**config.mk**
```make
export PLATFORM = sky130hd
export DESIGN_NAME = if_fetch_stage
export DESIGN_NICKNAME = d
export VERILOG_FILES = /design/src/rtl/if_fetch_stage.sv
export SDC_FILE = /design/constraint.sdc
export NUM_CORES = 1
export LEC_CHECK = 0
export CORE_ASPECT_RATIO = 2
export CORE_MARGIN = 4
export CORE_UTILIZATION = 50
export DETAILED_ROUTE_END_ITERATION = 10
export PLACE_DENSITY_LB_ADDON = 0.15
export SYNTH_ARGS = -nofsm -noshare
export SYNTH_HDL_FRONTEND = slang
export SYNTH_SLANG_ARGS = --single-unit
```
**constraint.sdc**
```tcl
create_clock -name clk -period 5.5 [get_ports clk]
set_input_delay 1.1 -clock clk [delete_from_list [all_inputs] [get_ports clk]]
set_output_delay 1.1 -clock clk [all_outputs]
set_load 0.02 [all_outputs]
```
**src/rtl/if_fetch_stage.sv**
```systemverilog
// ---------------------------------------------------------------------------
// if_fetch_stage
//
// Instruction-fetch stage of a 5-stage MIPS pipeline. Owns the PC and the
// chip enable of the combinational instruction ROM. Applies branch redirects
// from ID and flush redirects from the exception path. A one-deep pending
// register remembers a branch that resolved while IF was stalled. Fetched
// words are registered, together with their PC, into the IF/ID latch.
//
// Ports:
//   clk           in   pipeline clock, rising edge
//   rst           in   synchronous reset, active-low
//   stall_if      in   hold the PC
//   stall_id      in   hold the IF/ID latch (implies a PC hold as well)
//   branch_flag   in   ID resolved a taken branch/jump this cycle
//   branch_target in   taken-branch destination
//   flush         in   exception/flush redirect
//   flush_pc      in   handler/return address for flush
//   rom_inst      in   instruction word returned by the ROM for rom_addr
//   rom_ce        out  ROM chip enable (registered)
//   rom_addr      out  fetch address, equal to the current PC (registered)
//   id_pc         out  IF/ID latched PC
//   id_inst       out  IF/ID latched instruction
//   id_valid      out  IF/ID latch holds a real instruction
//   pend_valid    out  a redirect is pending
// ---------------------------------------------------------------------------
module if_fetch_stage #(
    parameter int unsigned          ADDR_W   = 32,
    parameter int unsigned          INST_W   = 32,
    parameter logic [ADDR_W-1:0]    RESET_PC = 32'h0000_0000,
    parameter int unsigned          PC_STEP  = 32'd4
) (
    input  logic              clk,
    input  logic              rst,
    input  logic              stall_if,
    input  logic              stall_id,
    input  logic              branch_flag,
    input  logic [ADDR_W-1:0] branch_target,
    input  logic              flush,
    input  logic [ADDR_W-1:0] flush_pc,
    input  logic [INST_W-1:0] rom_inst,
    output logic              rom_ce,
    output logic [ADDR_W-1:0] rom_addr,
    output logic [ADDR_W-1:0] id_pc,
    output logic [INST_W-1:0] id_inst,
    output logic              id_valid,
    output logic              pend_valid
);

    logic              rom_ce_q,      rom_ce_d;
    logic [ADDR_W-1:0] pc_q,          pc_d;
    logic              pend_valid_q,  pend_valid_d;
    logic [ADDR_W-1:0] pend_target_q, pend_target_d;
    logic [ADDR_W-1:0] id_pc_q,       id_pc_d;
    logic [INST_W-1:0] id_inst_q,     id_inst_d;
    logic              id_valid_q,    id_valid_d;

    // An ID stall without an IF stall is illegal; treat it as a full stall so
    // the PC can never run ahead of a held IF/ID latch.
    logic pc_hold_s;
    assign pc_hold_s = stall_if | stall_id;

    // PC, chip enable and pending-redirect next-state.
    always_comb begin
        rom_ce_d      = 1'b1;
        pc_d          = pc_q;
        pend_valid_d  = pend_valid_q;
        pend_target_d = pend_target_q;
        if (rom_ce_q) begin
            if (flush) begin
                pc_d         = flush_pc;
                pend_valid_d = 1'b0;
            end else if (branch_flag && pc_hold_s) begin
                // Newer branch overwrites an older pending one.
                pend_valid_d  = 1'b1;
                pend_target_d = branch_target;
            end else if (branch_flag) begin
                pc_d         = branch_target;
                pend_valid_d = 1'b0;
            end else if (pc_hold_s) begin
                pc_d = pc_q;
            end else if (pend_valid_q) begin
                pc_d         = pend_target_q;
                pend_valid_d = 1'b0;
            end else begin
                // Natural modulo-2^ADDR_W wrap.
                pc_d = pc_q + ADDR_W'(PC_STEP);
            end
        end else begin
            // Start-up edge: enable the ROM, keep PC at RESET_PC.
            pc_d = pc_q;
        end
    end

    // IF/ID latch next-state.
    always_comb begin
        id_pc_d    = id_pc_q;
        id_inst_d  = id_inst_q;
        id_valid_d = id_valid_q;
        if (flush) begin
            id_pc_d    = {ADDR_W{1'b0}};
            id_inst_d  = {INST_W{1'b0}};
            id_valid_d = 1'b0;
        end else if (stall_if && !stall_id) begin
            // ID keeps draining while IF is held: feed it a bubble.
            id_pc_d    = {ADDR_W{1'b0}};
            id_inst_d  = {INST_W{1'b0}};
            id_valid_d = 1'b0;
        end else if (stall_id) begin
            id_pc_d    = id_pc_q;
            id_inst_d  = id_inst_q;
            id_valid_d = id_valid_q;
        end else begin
            // The delay-slot instruction also takes this path.
            id_pc_d    = pc_q;
            id_inst_d  = rom_inst;
            id_valid_d = rom_ce_q;
        end
    end

    // State registers with synchronous active-low reset.
    always_ff @(posedge clk) begin
        if (!rst) begin
            rom_ce_q      <= 1'b0;
            pc_q          <= RESET_PC;
            pend_valid_q  <= 1'b0;
            pend_target_q <= {ADDR_W{1'b0}};
            id_pc_q       <= {ADDR_W{1'b0}};
            id_inst_q     <= {INST_W{1'b0}};
            id_valid_q    <= 1'b0;
        end else begin
            rom_ce_q      <= rom_ce_d;
            pc_q          <= pc_d;
            pend_valid_q  <= pend_valid_d;
            pend_target_q <= pend_target_d;
            id_pc_q       <= id_pc_d;
            id_inst_q     <= id_inst_d;
            id_valid_q    <= id_valid_d;
        end
    end

    assign rom_ce     = rom_ce_q;
    assign rom_addr   = pc_q;
    assign id_pc      = id_pc_q;
    assign id_inst    = id_inst_q;
    assign id_valid   = id_valid_q;
    assign pend_valid = pend_valid_q;

endmodule

```
==> After elaboration in Yosys (flattened, before gate mapping) <==
Index checks and enable logic that the tools add are counted.
{ "word_totals": {"register_bits": 131, "output_inout_bits": 99, "wordCells": 31} }
{ "op_classes": {"add_sub_neg": 1, "n_eq_ne": 3, "mux": 10, "bitwise_logic": 3, "reduce_logical": 7} }
{ "op_table": {"columns": ["op", "n"], "rows": [
  ["2-to-1 mux 32 bit", 5],
  ["adder 32 x 3 -> 32 bit, second input constant", 1],
  ["AND reduction 3 bit", 2],
  ["2-to-1 mux 1 bit", 5],
  ["inequality test 4 x 3 -> 1 bit, second input constant", 1],
  ["inequality test 3 bit, second input constant", 1],
  ["OR reduction 3 bit", 1],
  ["logical AND 1 bit", 2],
  ["inequality test 2 bit, second input constant", 1],
  ["NOT 1 bit", 2],
  ["AND reduction 2 bit", 1],
  ["zero test 1 bit", 1],
  ["OR 1 bit", 1]
]} }

==> Longest topological paths before layout <==
{ "depth": {"word_depth": 6, "ltp_mapped": 8, "mapped_depth_nobuf": 6} }

==> Worst setup path before layout <==
No wires, ideal clock.
{ "synth_timing": {"path_type": "input-to-reg", "startpoint": "in stall_id", "endpoint": "reg pc_q[20], in the netlist rom_addr[20]", "setup_time_ns": 0.117, "arrival_time_ns": 2.294, "required_ns": 5.383, "setup_slack_ns": 3.089, "stages": 7, "n_path_buf": 2, "path_cell_list": "buf_2 o21bai_1 and2_1 nor2_1 clkbuf_1 a31o_2 a22o_1"} }
{ "synth_via": {"elab_chain_cells": 4, "word_cells_on_any_way": 5} }
{ "synth_lines": {"columns": ["element", "line_no", "rtl"], "rows": [
  ["start: declaration", "36", "input logic stall_id,"],
  ["OR 1 bit (*)", "61", "assign pc_hold_s = stall_if | stall_id;"],
  ["logical AND 1 bit", "73", "end else if (branch_flag && pc_hold_s) begin"],
  ["inequality test 2 bit (no source line)", null, null],
  ["AND reduction 3 bit (no source line) (*)", null, null],
  ["end signal: assignment", "133", "pc_q <= pc_d;"],
  ["end: declaration", "51", "logic [ADDR_W-1:0] pc_q, pc_d;"]
]} }
Every way passes the cells marked *; elsewhere a longest branch is shown, timed or not.
A chain may end at the register's enable or synchronous reset.

==> Worst setup path in the final report <==
{ "layout_timing": {"startpoint": "in flush", "endpoint": "reg pc_q[21], in the netlist rom_addr[21]"} }
{ "layout_via": {"elab_chain_cells": 2, "word_cells_on_any_way": 4} }
{ "layout_lines": {"columns": ["element", "line_no", "rtl"], "rows": [
  ["start: declaration", "39", "input logic flush,"],
  ["inequality test 3 bit (no source line) / inequality test 2 bit (equally long branches)", null, null],
  ["AND reduction 3 bit (no source line)", null, null]
]} }
Several ways; a longest one is shown, not always the timed one.

==> impl_metrics.toml <==
[clock_tree]
insertion_delay_ns = 0.42
numCtsBuffers = 17
cts_buffer_depth = 2
ctsResizeCount = 0
clkSlewWorstSetupHoldPaths_ns = 0.06
cts_setup_buffers = 0
cts_hold_buf = 0
clock-sinks = 131
cts_tree = "built"
cts-root-buf = "clkbuf_16"
htree_levels = 4

[logic_synthesis]
ys_warn_count = 0
postSynth.asyncResetShare = 0
synthCells = 748
yosysMostFrequentCell = "dfxtp_1"
yosysUniqueCellTypes = 60
ys.flop_type = "dfxtp_1"
syn_nets = 851
synth_edf_count = 0
syn_area_um2 = 6140
synthTopCellsByCount = "131 x dfxtp_1, 113 x nand2_1, 96 x nor2_1"
yosys.area.top_type = "dfxtp_1"
yosysSeqAreaShare = 0.427
synth.top_cell.area_share = 0.427
synth_area_leaders = "dfxtp_1 43%, mux2i_1 12%, nand2_1 6.9%"
synth_seq_cells = 131
avgSynthCellArea_um2 = 8.21

[sta]
max_freq_ghz = 0.284
hold_viol_final = 0
relSlewSlack = 0.223
fin_crit_ns = 3.52
finalSetupViolCount = 0
slew_viol_final = 0
tns_ns = 0
hold_ws_ns = 0.454
skew_ns = 0.00709
rsz0062_at_grt = "no"
worst_pin_slew_ns = 1.17
finalCritPeriodShare = 0.641

[floorplanning]
io_pins = 201
dieArea_um2 = 14200
die_h_um = 165
core_um2 = 12100
std_cell_rows = 57
die_w_um = 86.3
initial_core_util = 0.506

[power]
swShare = 0.244
seq_power_share = 0.382
power_switching_w = 0.000654
clkPwrFrac = 0.486
ir_worst_vdd_mv = 0.256
p_leak_nw = 3.37
p_int_w = 0.00203
p_total_w = 0.00269
combinationalPowerShare = 0.132
powerDensity_nw_per_um2 = 304

[final_layout]
finish.net_count = 1021
stdcell_count = 1077
diodes = 0
fill_cells = 974
drive_above_1_share = 0.0527
area_growth_pct = 44.0

[worst_setup_path]
critical_path.endpoint_type = "flop"
r2r_slack_ns = 3.15
cp-start-kind = "primary input"
r2r_start = "rom_addr[2]$_SDFFE_PN0P_"
cp_max_fo = 19
arrival_ns = 3.85
critPathKind = "in -> reg"
rr_endpoint = "rom_addr[14]$_SDFFE_PN0P_"
reg2reg_depth = 6
required_ns = 5.83

[job]
cap_violations = 0

[routing]
via_per_inst = 5.83
drc = 0
vias = 6280
avgRoutedWirePerCell_um = 18.9
first_pass_iters = 5
drtIter0Drc = 452
wirelength_mm = 20.4
antenna_left = 0

[grt]
grt_usage = 0.283
overflow = 0
grt_pass1_wl_mm = 31.5
grt_max_degree = 69
antenna_found_initial = 0
grt_pass1_vias = 6057

[status]
status = "finished clean"

[worst_hold_path]
worstHoldStart = "pend_target_q[19]$_SDFFE_PN0P_"
hold_class = "reg -> reg"
holdPathEnd = "pend_target_q[19]$_SDFFE_PN0P_"
worstHoldPathCells = 2

[placement]
placed_cells = 1046
port_buffers = 200
place_hpwl_mm = 14.9
gp_congestion = 0.871
==> worst max-delay path: stages <==
cell and delay [ns]:
clkdlybuf4s50_1 0.78, o21bai_1 0.39, and2_1 0.34, nor2_1 0.89, o21ai_0 0.23, o31ai_1 0.11
==> power by group through the flow <==
stage / Clock (W) / Sequential, W / Combinational [W]
6_report: 0.00130 / 0.00103 / 0.000356
3_3_place_gp: 0 / 0.00104 / 0.000348
2_1_floorplan: 0 / 0.00106 / 0.000154
5_1_grt: 0.00137 / 0.00103 / 0.000381
4_1_cts: 0.00132 / 0.00102 / 0.000355
3_5_place_dp: 0 / 0.00104 / 0.000352
==> kinds of logic after synthesis <==
kind of cell             count (synthesis)  share of synthesized area
buffers and inverters                   64                     0.0408
AND/OR/NAND/NOR                        290                      0.216
XOR/XNOR                                 9                     0.0128
flip-flops                             131                      0.427
adder cells (fa/ha/maj)                  1                    0.00204
multiplexers                            73                      0.119
AO/OA/AOI/OAI                          180                      0.182
==> per-layer routing <==
layer / vias up / routed length (µm) / track usage
met5: - / 0 / 0
met4: 0 / 726 / 0.138
met3: 51 / 1410 / 0.0524
met2: 306 / 10800 / 0.506
met1: 2937 / 7430 / 0.315
li1: 2986 / - / -
==> sequential cells by signal (all words and copies together) (netlist names) <==
signal	flops
id_inst	32
id_pc	32
pend_target_q	32
rom_addr	32
id_valid	1
pend_valid	1
rom_ce	1
==> worst max path at each step <==
stage                                end  slack [ns]  depth (start not counted)  startpoint
3_3_place_gp   rom_addr[21]$_SDFFE_PN0P_        1.69                          6       flush
3_5_place_dp   rom_addr[21]$_SDFFE_PN0P_        1.64                          6       flush
4_1_cts        rom_addr[21]$_SDFFE_PN0P_        2.07                          6       flush
2_1_floorplan  rom_addr[20]$_SDFFE_PN0P_        3.09                          7    stall_id
6_report       rom_addr[21]$_SDFFE_PN0P_        1.98                          6       flush
5_1_grt        rom_addr[21]$_SDFFE_PN0P_        1.86                          6       flush
==> layout make-up <==
type	instances	area [µm²]	share of cell area
Clock buffer	19	453	0.0512
Timing Repair Buffer	206	2040	0.231
Tap cell	147	184	0.0208
Inverter	9	33.8	0.00382
Multi-Input combinational cell	553	3280	0.371
Sequential cell	131	2620	0.297
Clock inverter	12	229	0.0259
==> cell usage in the layout, fill, tap and decap left out, types with 3 or more instances in the layout <==
| cell type | count |
|---|---|
| clkbuf_16 | 17 |
| a22o_1 | 3 |
| nor3_1 | 5 |
| a211oi_1 | 6 |
| o211ai_1 | 3 |
| clkinv_4 | 5 |
| inv_1 | 9 |
| and2_1 | 5 |
| a31oi_1 | 7 |
| clkdlybuf4s50_1 | 198 |
| o2bb2ai_1 | 4 |
| o22ai_1 | 9 |
| o31ai_1 | 4 |
| bufinv_16 | 6 |
| o311ai_0 | 7 |
| a21oi_1 | 67 |
| nor2_1 | 96 |
| nand2b_1 | 11 |
| nand4_1 | 16 |
| mux2i_1 | 73 |
| o21ai_0 | 41 |
| o211a_1 | 3 |
| xor2_1 | 7 |
| nor2b_1 | 3 |
| and3_1 | 8 |
| nand3_1 | 16 |
| dfxtp_1 | 131 |
| a32oi_1 | 3 |
| buf_4 | 7 |
| nand2_1 | 113 |
==> stage by stage <==
stage               setup slack [ns]  instance area [µm²]  utilization
floorplan                       3.09                 6140            -
global placement                1.69                 8160        0.673
detailed placement              1.64                 8160        0.673
CTS                             2.07                 8840        0.729
global route                    1.86                 8840        0.729
finish                          1.98                 8840        0.729
(Power assumes the default switching activity.)
